$ cat src/rtl/btb_ctrl.sv
// btb_ctrl: branch-target buffer controller. Does the fetch lookup (index, tag, valid)
//   and funnels execute-stage updates plus a clearing sweep into one array write port.
// Latency: lookup 0 cycles. An update writes on its accept edge, or one cycle later if
//   an older update is still pending.
// Backpressure: none. Updates seen during a sweep park in a one-deep pending slot; the
//   newest one wins.
//
// Ports:
//   clk, rst                    clock and synchronous active-high reset
//   fetch_vld/fetch_pc          fetch-stage lookup request
//   pred_taken/pred_pc          hit and predicted target (0 on a miss)
//   upd_*                       resolved-branch update from execute
//   flush_req                   invalidate the whole BTB (restarts the sweep)
//   btb_ready                   high while in RUN
//   arr_r_addr, arr_*_rd        array read port (combinational read data)
//   arr_w_en, arr_w_addr, arr_*_wr   array write port
//   stat_lookups, stat_hits     only present when BTB_STATS_EN is defined
//
// Optional feature macro: BTB_STATS_EN (lookup/hit counters).

module btb_ctrl #(
  parameter int IDX_W = 10,
  parameter int TAG_W = 30 - IDX_W
) (
  input  logic              clk,
  input  logic              rst,
  input  logic              fetch_vld,
  input  logic [31:0]       fetch_pc,
  output logic              pred_taken,
  output logic [31:0]       pred_pc,
  input  logic              upd_vld,
  input  logic [31:0]       upd_pc,
  input  logic [31:0]       upd_target,
  input  logic              upd_taken,
  input  logic              upd_was_hit,
  input  logic              flush_req,
  output logic              btb_ready,
  output logic [IDX_W-1:0]  arr_r_addr,
  input  logic [TAG_W-1:0]  arr_tag_rd,
  input  logic              arr_vld_rd,
  input  logic [29:0]       arr_tgt_rd,
  output logic              arr_w_en,
  output logic [IDX_W-1:0]  arr_w_addr,
  output logic [TAG_W-1:0]  arr_tag_wr,
  output logic              arr_vld_wr,
  output logic [29:0]       arr_tgt_wr
`ifdef BTB_STATS_EN
  ,
  output logic [31:0]       stat_lookups,
  output logic [31:0]       stat_hits
`endif
);

  // INIT and FLUSH act the same. They are kept apart only so that a debugger can
  // tell a power-on sweep from a flush sweep.
  typedef enum logic [1:0] {
    ST_INIT  = 2'd0,
    ST_RUN   = 2'd1,
    ST_FLUSH = 2'd2
  } state_e;

  typedef struct packed {
    logic [IDX_W-1:0] idx;
    logic [TAG_W-1:0] tag;
    logic             vld;
    logic [29:0]      tgt;
  } wr_t;

  state_e           state_q, state_d;
  logic [IDX_W-1:0] sweep_cnt_q, sweep_cnt_d;
  logic             pend_vld_q, pend_vld_d;
  wr_t              pend_q, pend_d;

  logic             wr_en;
  wr_t              wr;
  logic             upd_wr;
  wr_t              upd_ent;
  logic             run;
  logic             unused_bits;

  // The two low PC/target bits are always zero for aligned instructions.
  assign unused_bits = ^{fetch_pc[1:0], upd_pc[1:0], upd_target[1:0]};

  assign run = (state_q == ST_RUN) & ~rst;

  // ------------------------------------------------------------------
  // Lookup path (combinational)
  // ------------------------------------------------------------------
  assign arr_r_addr = fetch_pc[IDX_W+1:2];
  assign btb_ready  = run;
  assign pred_taken = fetch_vld & run & arr_vld_rd &
                      (arr_tag_rd == fetch_pc[31:IDX_W+2]);
  assign pred_pc    = pred_taken ? {arr_tgt_rd, 2'b00} : 32'd0;

  // ------------------------------------------------------------------
  // Update translation. A taken branch installs its entry. A not-taken branch
  // that the BTB had predicted evicts its entry. Anything else writes nothing.
  // ------------------------------------------------------------------
  assign upd_wr = upd_vld & (upd_taken | upd_was_hit);

  always_comb begin
    upd_ent     = '0;
    upd_ent.idx = upd_pc[IDX_W+1:2];
    if (upd_taken) begin
      upd_ent.tag = upd_pc[31:IDX_W+2];
      upd_ent.vld = 1'b1;
      upd_ent.tgt = upd_target[31:2];
    end
  end

  // ------------------------------------------------------------------
  // Next-state and write-port selection
  // ------------------------------------------------------------------
  always_comb begin
    state_d     = state_q;
    sweep_cnt_d = sweep_cnt_q;
    pend_vld_d  = pend_vld_q;
    pend_d      = pend_q;
    wr_en       = 1'b0;
    wr          = '0;

    case (state_q)
      ST_INIT, ST_FLUSH: begin
        // Clear one entry every cycle. Updates are parked, not written.
        wr_en  = 1'b1;
        wr.idx = sweep_cnt_q;
        if (flush_req) begin
          sweep_cnt_d = '0;
          pend_vld_d  = 1'b0;
        end else begin
          if (upd_wr) begin
            pend_vld_d = 1'b1;
            pend_d     = upd_ent;
          end
          sweep_cnt_d = sweep_cnt_q + 1'b1;   // wraps to 0 after the last entry
          if (sweep_cnt_q == {IDX_W{1'b1}}) begin
            state_d = ST_RUN;
          end
        end
      end

      ST_RUN: begin
        if (flush_req) begin
          // A flush drops both the parked update and this cycle's update.
          state_d     = ST_FLUSH;
          sweep_cnt_d = '0;
          pend_vld_d  = 1'b0;
        end else if (pend_vld_q) begin
          // The parked update takes the port. A new update takes its slot.
          wr_en      = 1'b1;
          wr         = pend_q;
          pend_vld_d = upd_wr;
          if (upd_wr) begin
            pend_d = upd_ent;
          end
        end else if (upd_wr) begin
          wr_en = 1'b1;
          wr    = upd_ent;
        end
      end

      default: begin
        state_d     = ST_INIT;
        sweep_cnt_d = '0;
        pend_vld_d  = 1'b0;
      end
    endcase
  end

  always_ff @(posedge clk) begin
    if (rst) begin
      state_q     <= ST_INIT;
      sweep_cnt_q <= '0;
      pend_vld_q  <= 1'b0;
      pend_q      <= '0;
    end else begin
      state_q     <= state_d;
      sweep_cnt_q <= sweep_cnt_d;
      pend_vld_q  <= pend_vld_d;
      pend_q      <= pend_d;
    end
  end

  // The write port stays quiet while reset is held, so any in-flight write is dropped.
  assign arr_w_en   = wr_en & ~rst;
  assign arr_w_addr = wr.idx;
  assign arr_tag_wr = wr.tag;
  assign arr_vld_wr = wr.vld;
  assign arr_tgt_wr = wr.tgt;

`ifdef BTB_STATS_EN
  // ------------------------------------------------------------------
  // Saturating lookup/hit counters. A flush clears them.
  // ------------------------------------------------------------------
  logic [31:0] stat_lookups_q, stat_hits_q;

  always_ff @(posedge clk) begin
    if (rst || flush_req) begin
      stat_lookups_q <= '0;
      stat_hits_q    <= '0;
    end else begin
      if (fetch_vld && btb_ready && (stat_lookups_q != 32'hFFFF_FFFF)) begin
        stat_lookups_q <= stat_lookups_q + 32'd1;
      end
      if (pred_taken && (stat_hits_q != 32'hFFFF_FFFF)) begin
        stat_hits_q <= stat_hits_q + 32'd1;
      end
    end
  end

  assign stat_lookups = stat_lookups_q;
  assign stat_hits    = stat_hits_q;
`endif

endmodule

$ cat config.mk
export PLATFORM = sky130hd
export DESIGN_NAME = btb_ctrl
export DESIGN_NICKNAME = d
export VERILOG_FILES = /design/src/rtl/btb_ctrl.sv
export SDC_FILE = /design/constraint.sdc
export NUM_CORES = 1
export LEC_CHECK = 0
export BUFFER_PORTS_ARGS = -buffer_cell sky130_fd_sc_hd__buf_4
export CAP_MARGIN = 40
export CORE_ASPECT_RATIO = 0.8
export CORE_MARGIN = 2
export CORE_UTILIZATION = 47
export DETAILED_ROUTE_END_ITERATION = 8
export MAX_ROUTING_LAYER = met4
export PLACE_DENSITY = 0.82
export SLEW_MARGIN = 20
export SYNTH_ARGS = -nofsm -noshare
export SYNTH_HDL_FRONTEND = slang
export SYNTH_SLANG_ARGS = --single-unit
$ cat constraint.sdc
create_clock -name clk -period 3.55 [get_ports clk]
set_clock_uncertainty 0.15 [all_clocks]
set_input_delay 0.1775 -clock clk [delete_from_list [all_inputs] [get_ports clk]]
set_output_delay 0.1775 -clock clk [all_outputs]
set_load 0.01 [all_outputs]
After elaboration in Yosys (flattened, before gate mapping)
Index checks and enable logic that the tools add are counted.

Add/sub/neg operators: 1. Equal/unequal tests: 10. Mux-type cells: 28. Bitwise operators: 8. Reduce and logical (&&, ||, !) cells: 5.

Operators with widths (count): 2-to-1 mux 61 bit (7); case mux 61 bit (2 select lines) (1); 2-to-1 mux 51 bit (2); case mux 10 bit (2 select lines) (2); 2-to-1 mux 32 bit (1); == test 20 bit (1); 2-to-1 mux 10 bit (2); adder 10 x 1 -> 10 bit (second input constant) (1); == test 10 bit (second input constant) (1); inequality test 2 bit (second input constant) (5); 2-to-1 mux 1 bit (7); AND 1 bit (6); 2-to-1 mux 2 bit (3); case mux 1 bit (2 select lines) (2); case mux 2 bit (2 select lines) (1); AND reduction 4 bit (1); inequality test 3 bit (second input constant) (1); AND reduction 3 bit (1); == test 2 x 1 -> 1 bit (second input constant) (1); == test 2 bit (second input constant) (1); zero test 2 bit (1); nonzero test 2 bit (1); OR reduction 2 bit (1); inverter 1 bit (1); OR 1 bit (1).

Register bits: 74. Input bits: 154. Output and inout port bits: 106. Logic and storage cells: 59.

Longest topological paths before layout
Word-level depth: 7. Mapped depth: 7. Depth with buffers taken out: 5.

Worst setup path after synthesis
No wires, ideal clock.

Path type: register to output. From: register state_q[0]. To: output pred_pc[10]. Arrival time: 1.504 ns. Data required time: 3.222 ns. Setup slack: 1.719 ns. Cell stages (with the launch flop): 8. Path through: dfxtp_1 > buf_4 > nand2b_1 > buf_4 > nor4_4 > nand4_2 > buf_6 > nor3_2.

Longest elaborated chain between the ends: 6.

Ends and longest elaborated chain: from (decl) (line 69) `state_e state_q, state_d;`; from (signal assigned) (line 177) `state_q <= state_d;`; == test 2 x 1 -> 1 bit (line 84) `assign run = (state_q == ST_RUN) & ~rst;`; AND 1 bit (line 84); AND 1 bit (3 in series) (line 91) `assign pred_taken = fetch_vld & run & arr_vld_rd &`; 2-to-1 mux 32 bit (line 93) `assign pred_pc = pred_taken ? {arr_tgt_rd, 2'b00} : 32'd0;`; to (decl) (line 30) `output logic [31:0] pred_pc,`.

Every way passes these cells.

Final worst setup path
From: register state_q[1]. To: output pred_pc[29].

Same word-level chain as after synthesis.

==> flow_summary_export.csv <==
group,metric,value,unit
synthesis,syn_inst,504,
finish,fillers,575,
routing,vias,5010,
placed_design,dp_hpwl,10730,microns
global_route,grt_pass1_vias,4780,
synthesis,seq_area_frac_synth,34.96,%
pwr,power.density,321.4,nW/um^2
cts,cts_buffers,9,
finish,syn2layout_area_growth,61.20,%
job,cap_violations,0,
cts,postCtsSetupBuffers,0,
global_route,overflow,0,
synthesis,synth_cell_types,44,
finish,layout_common_cells,"237 x buf_4, 74 x dfxtp_1, 64 x nor2_1, 59 x dlygate4sd3_1, 57 x nand2_1",
finish,fin_nets,911,
worst_setup_path,critPathMaxFanout,31,
min_path,hold_path_class,"in -> reg",
finish,mostFrequentLayoutCell,"buf_4",
global_route,grt_usage,32.76,%
global_route,grt_pass1_wl,24210,microns
timing,rsz0062_at_grt,"false",
timing,hold_viol,0,
placed_design,dpl_cell_area,5913,sq um
routing,via_per_inst,5.739,
pwr,seqPwrFrac,39.7,%
timing,max_freq,360.5,MHz
routing,wl_per_cell,18.58,microns
die,core_area,8633,sq um
pwr,p_total,0.002195,W
synthesis,syn_area_per_cell,8.408,sq um
timing,min_period,2774,ps
cts,cts_root_buffer,"clkbuf_16",
worst_setup_path,worstSetupPathType,"reg -> out",
worst_setup_path,required,3220,ps
pwr,switchingPower,0.0005317,W
pwr,leakage,2.886,nW
die,start_util,49.09,%
worst_setup_path,end_kind,"output pin",
die,die_x,110.2,microns
min_path,whs_path_depth,3,
cts,cts_tree,"yes",
global_route,grt_start_max_net_pins,67,
placed_design,gp_congestion,0.8630,
timing,setup_viol,0,
die,die_h,88.93,microns
synthesis,ys_warn_count,0,
pwr,intPower,0.001664,W
timing,relSlewSlack,47.51,%
finish,drive_gt1_share,39.03,%
synthesis,ys_seq_elements,74,
finish,antenna_cells,0,
pwr,swShare,24.22,%
synthesis,syn_area,4238,sq um
cts,clock_path_buffers,2,
pwr,pwr-share-comb,14.9,%
timing,fin_tns_setup,0,ps
die,ioPinCount,260,
worst_setup_path,reg2regPathDepth,5,
cts,cts.sinks,74,
placed_design,dp.cells,798,
cts,insertion_delay,330,ps
routing,drtIter0Drc,430,
die,num_rows,30,
worst_setup_path,startpoint_type,"flop",
cts,clkTransAtPathRegs,60,ps
routing,dr.pass1.iters,5,
finish,final_cells,873,
finish,postLayoutCellArea,6832,sq um
pwr,vdd_ir_drop_max,0.2471,mV
placed_design,io_buffers,231,
global_route,antenna_found_initial,0,
routing,routed_wl,16220,microns
timing,finalMaxSlewViolations,0,
routing,drc_errors,0,
die,dieArea,9797,sq um
pwr,p_clk_share,45.4,%
cts,cts_hold_buf,59,
status,status,"finished clean",
cts,cts-resized-gates,0,
cts,htree_levels,3,
routing,drtAntennaViolNets,0,
timing,fin_crit_sh,78.14,%
timing,tightest_slew,786.0,ps
worst_setup_path,cp.arrival,2450,ps
-- cell type report --
type	count	area, sq um	share of cell area [%]
Clock inverter	7	102.6	1.502
Multi-Input combinational cell	368	2452	35.90
Clock buffer	9	225.2	3.297
Sequential cell	74	1481	21.68
Timing Repair Buffer	299	2415	35.35
Inverter	4	15.01	0.2198
Tap cell	112	140.1	2.051
-- power groups by stage --
stage | clock network (W) | registers [W] | logic (W)
3_3_place_gp | 0 | 0.000886 | 0.000253
6_report | 0.000996 | 0.000872 | 0.000328
2_1_floorplan | 0 | 0.000884 | 0.000118
5_1_grt | 0.00104 | 0.000874 | 0.000352
3_5_place_dp | 0 | 0.000888 | 0.000265
4_1_cts | 0.00101 | 0.000870 | 0.000320
-- stage by stage --
stage               setup slack [ps]  utilization (%)  hold WS (ps)
floorplan                       1719                -         163.5
global placement                1166            68.20         205.1
detailed placement              1071            68.49         205.1
CTS                            812.7            79.13         11.21
global route                   728.9            79.13         21.56
finish                         776.1            79.13         4.000
-- cell families after synthesis --
kind of cell / Yosys count / synth area share, %
fa+ha+maj: 1 / 0.2952
buf+inv: 63 / 8.031
simple gates: 190 / 24.68
flops: 74 / 34.96
other cells: 1 / 0.08849
compound gates: 155 / 27.81
xor+xnor: 20 / 4.133
-- path summary, 6_finish.rpt --
| check | startpoint | endpoint | slack [ps] |
|---|---|---|---|
| worst max-delay path | state_q[1]$_SDFFE_PP0P_ | pred_pc[29] | 780 |
| worst min-delay path | upd_target[10] | pend_q[8]$_SDFFE_PP0P_ | 4 |
| worst min register to register | pend_q[51]$_SDFFE_PP0P_ | pend_q[51]$_SDFFE_PP0P_ | 320 |
| worst max register to register | pend_vld_q$_SDFFE_PP0P_ | pend_q[5]$_SDFFE_PP0P_ | 1400 |
-- layer usage --
layer  global-route usage, %  vias up  share of wire (%)
li1                        -     2330                  -
met5                       -        -                  0
met4                   10.91        0                2.7
met1                   37.05     2396                 38
met2                   58.00      241                 52
met3                   6.851       43                7.4
-- cells in the mapped netlist, drive strengths merged --
cell,count,share of area [%]
nor3b,1,0.30
nand3,4,0.47
nand4,5,0.89
a21o,1,0.18
and4,1,0.21
a211oi,2,0.59
ha,1,0.30
nand2,57,5.0
xor2,18,3.7
and2,1,0.15
or2,1,0.15
nor4,7,1.8
or4,2,0.35
conb,1,0.088
o21ai,11,1.3
a21oi,23,2.7
or3,2,0.30
or4b,1,0.24
inv,3,0.27
a22oi,52,9.2
nor2,64,5.7
clkinv,1,0.088
a211o,1,0.21
clkbuf,17,1.5
nand2b,2,0.30
o31a,3,0.62
a22o,50,10
nor3,32,7.3
and3,1,0.15
buf,42,6.1
dfxtp,74,35
a31oi,2,0.30
xnor2,2,0.41
a221o,10,2.4
nor2b,9,1.3
-- registers in the layout, summed over array words and instances (netlist names) --
signal,flops
pend_q,61
state_q,2
pend_vld_q,1
sweep_cnt_q,10
-- worst max-delay path, cell delays in order (launching register included) --
cell	delay, ps
dfxtp_1	370
nand2b_1	400
nor4_4	360
nand4_2	120
buf_4	300
nor3_2	360
buf_4	190
No activity file was read; power rests on OpenSTA's default activity.
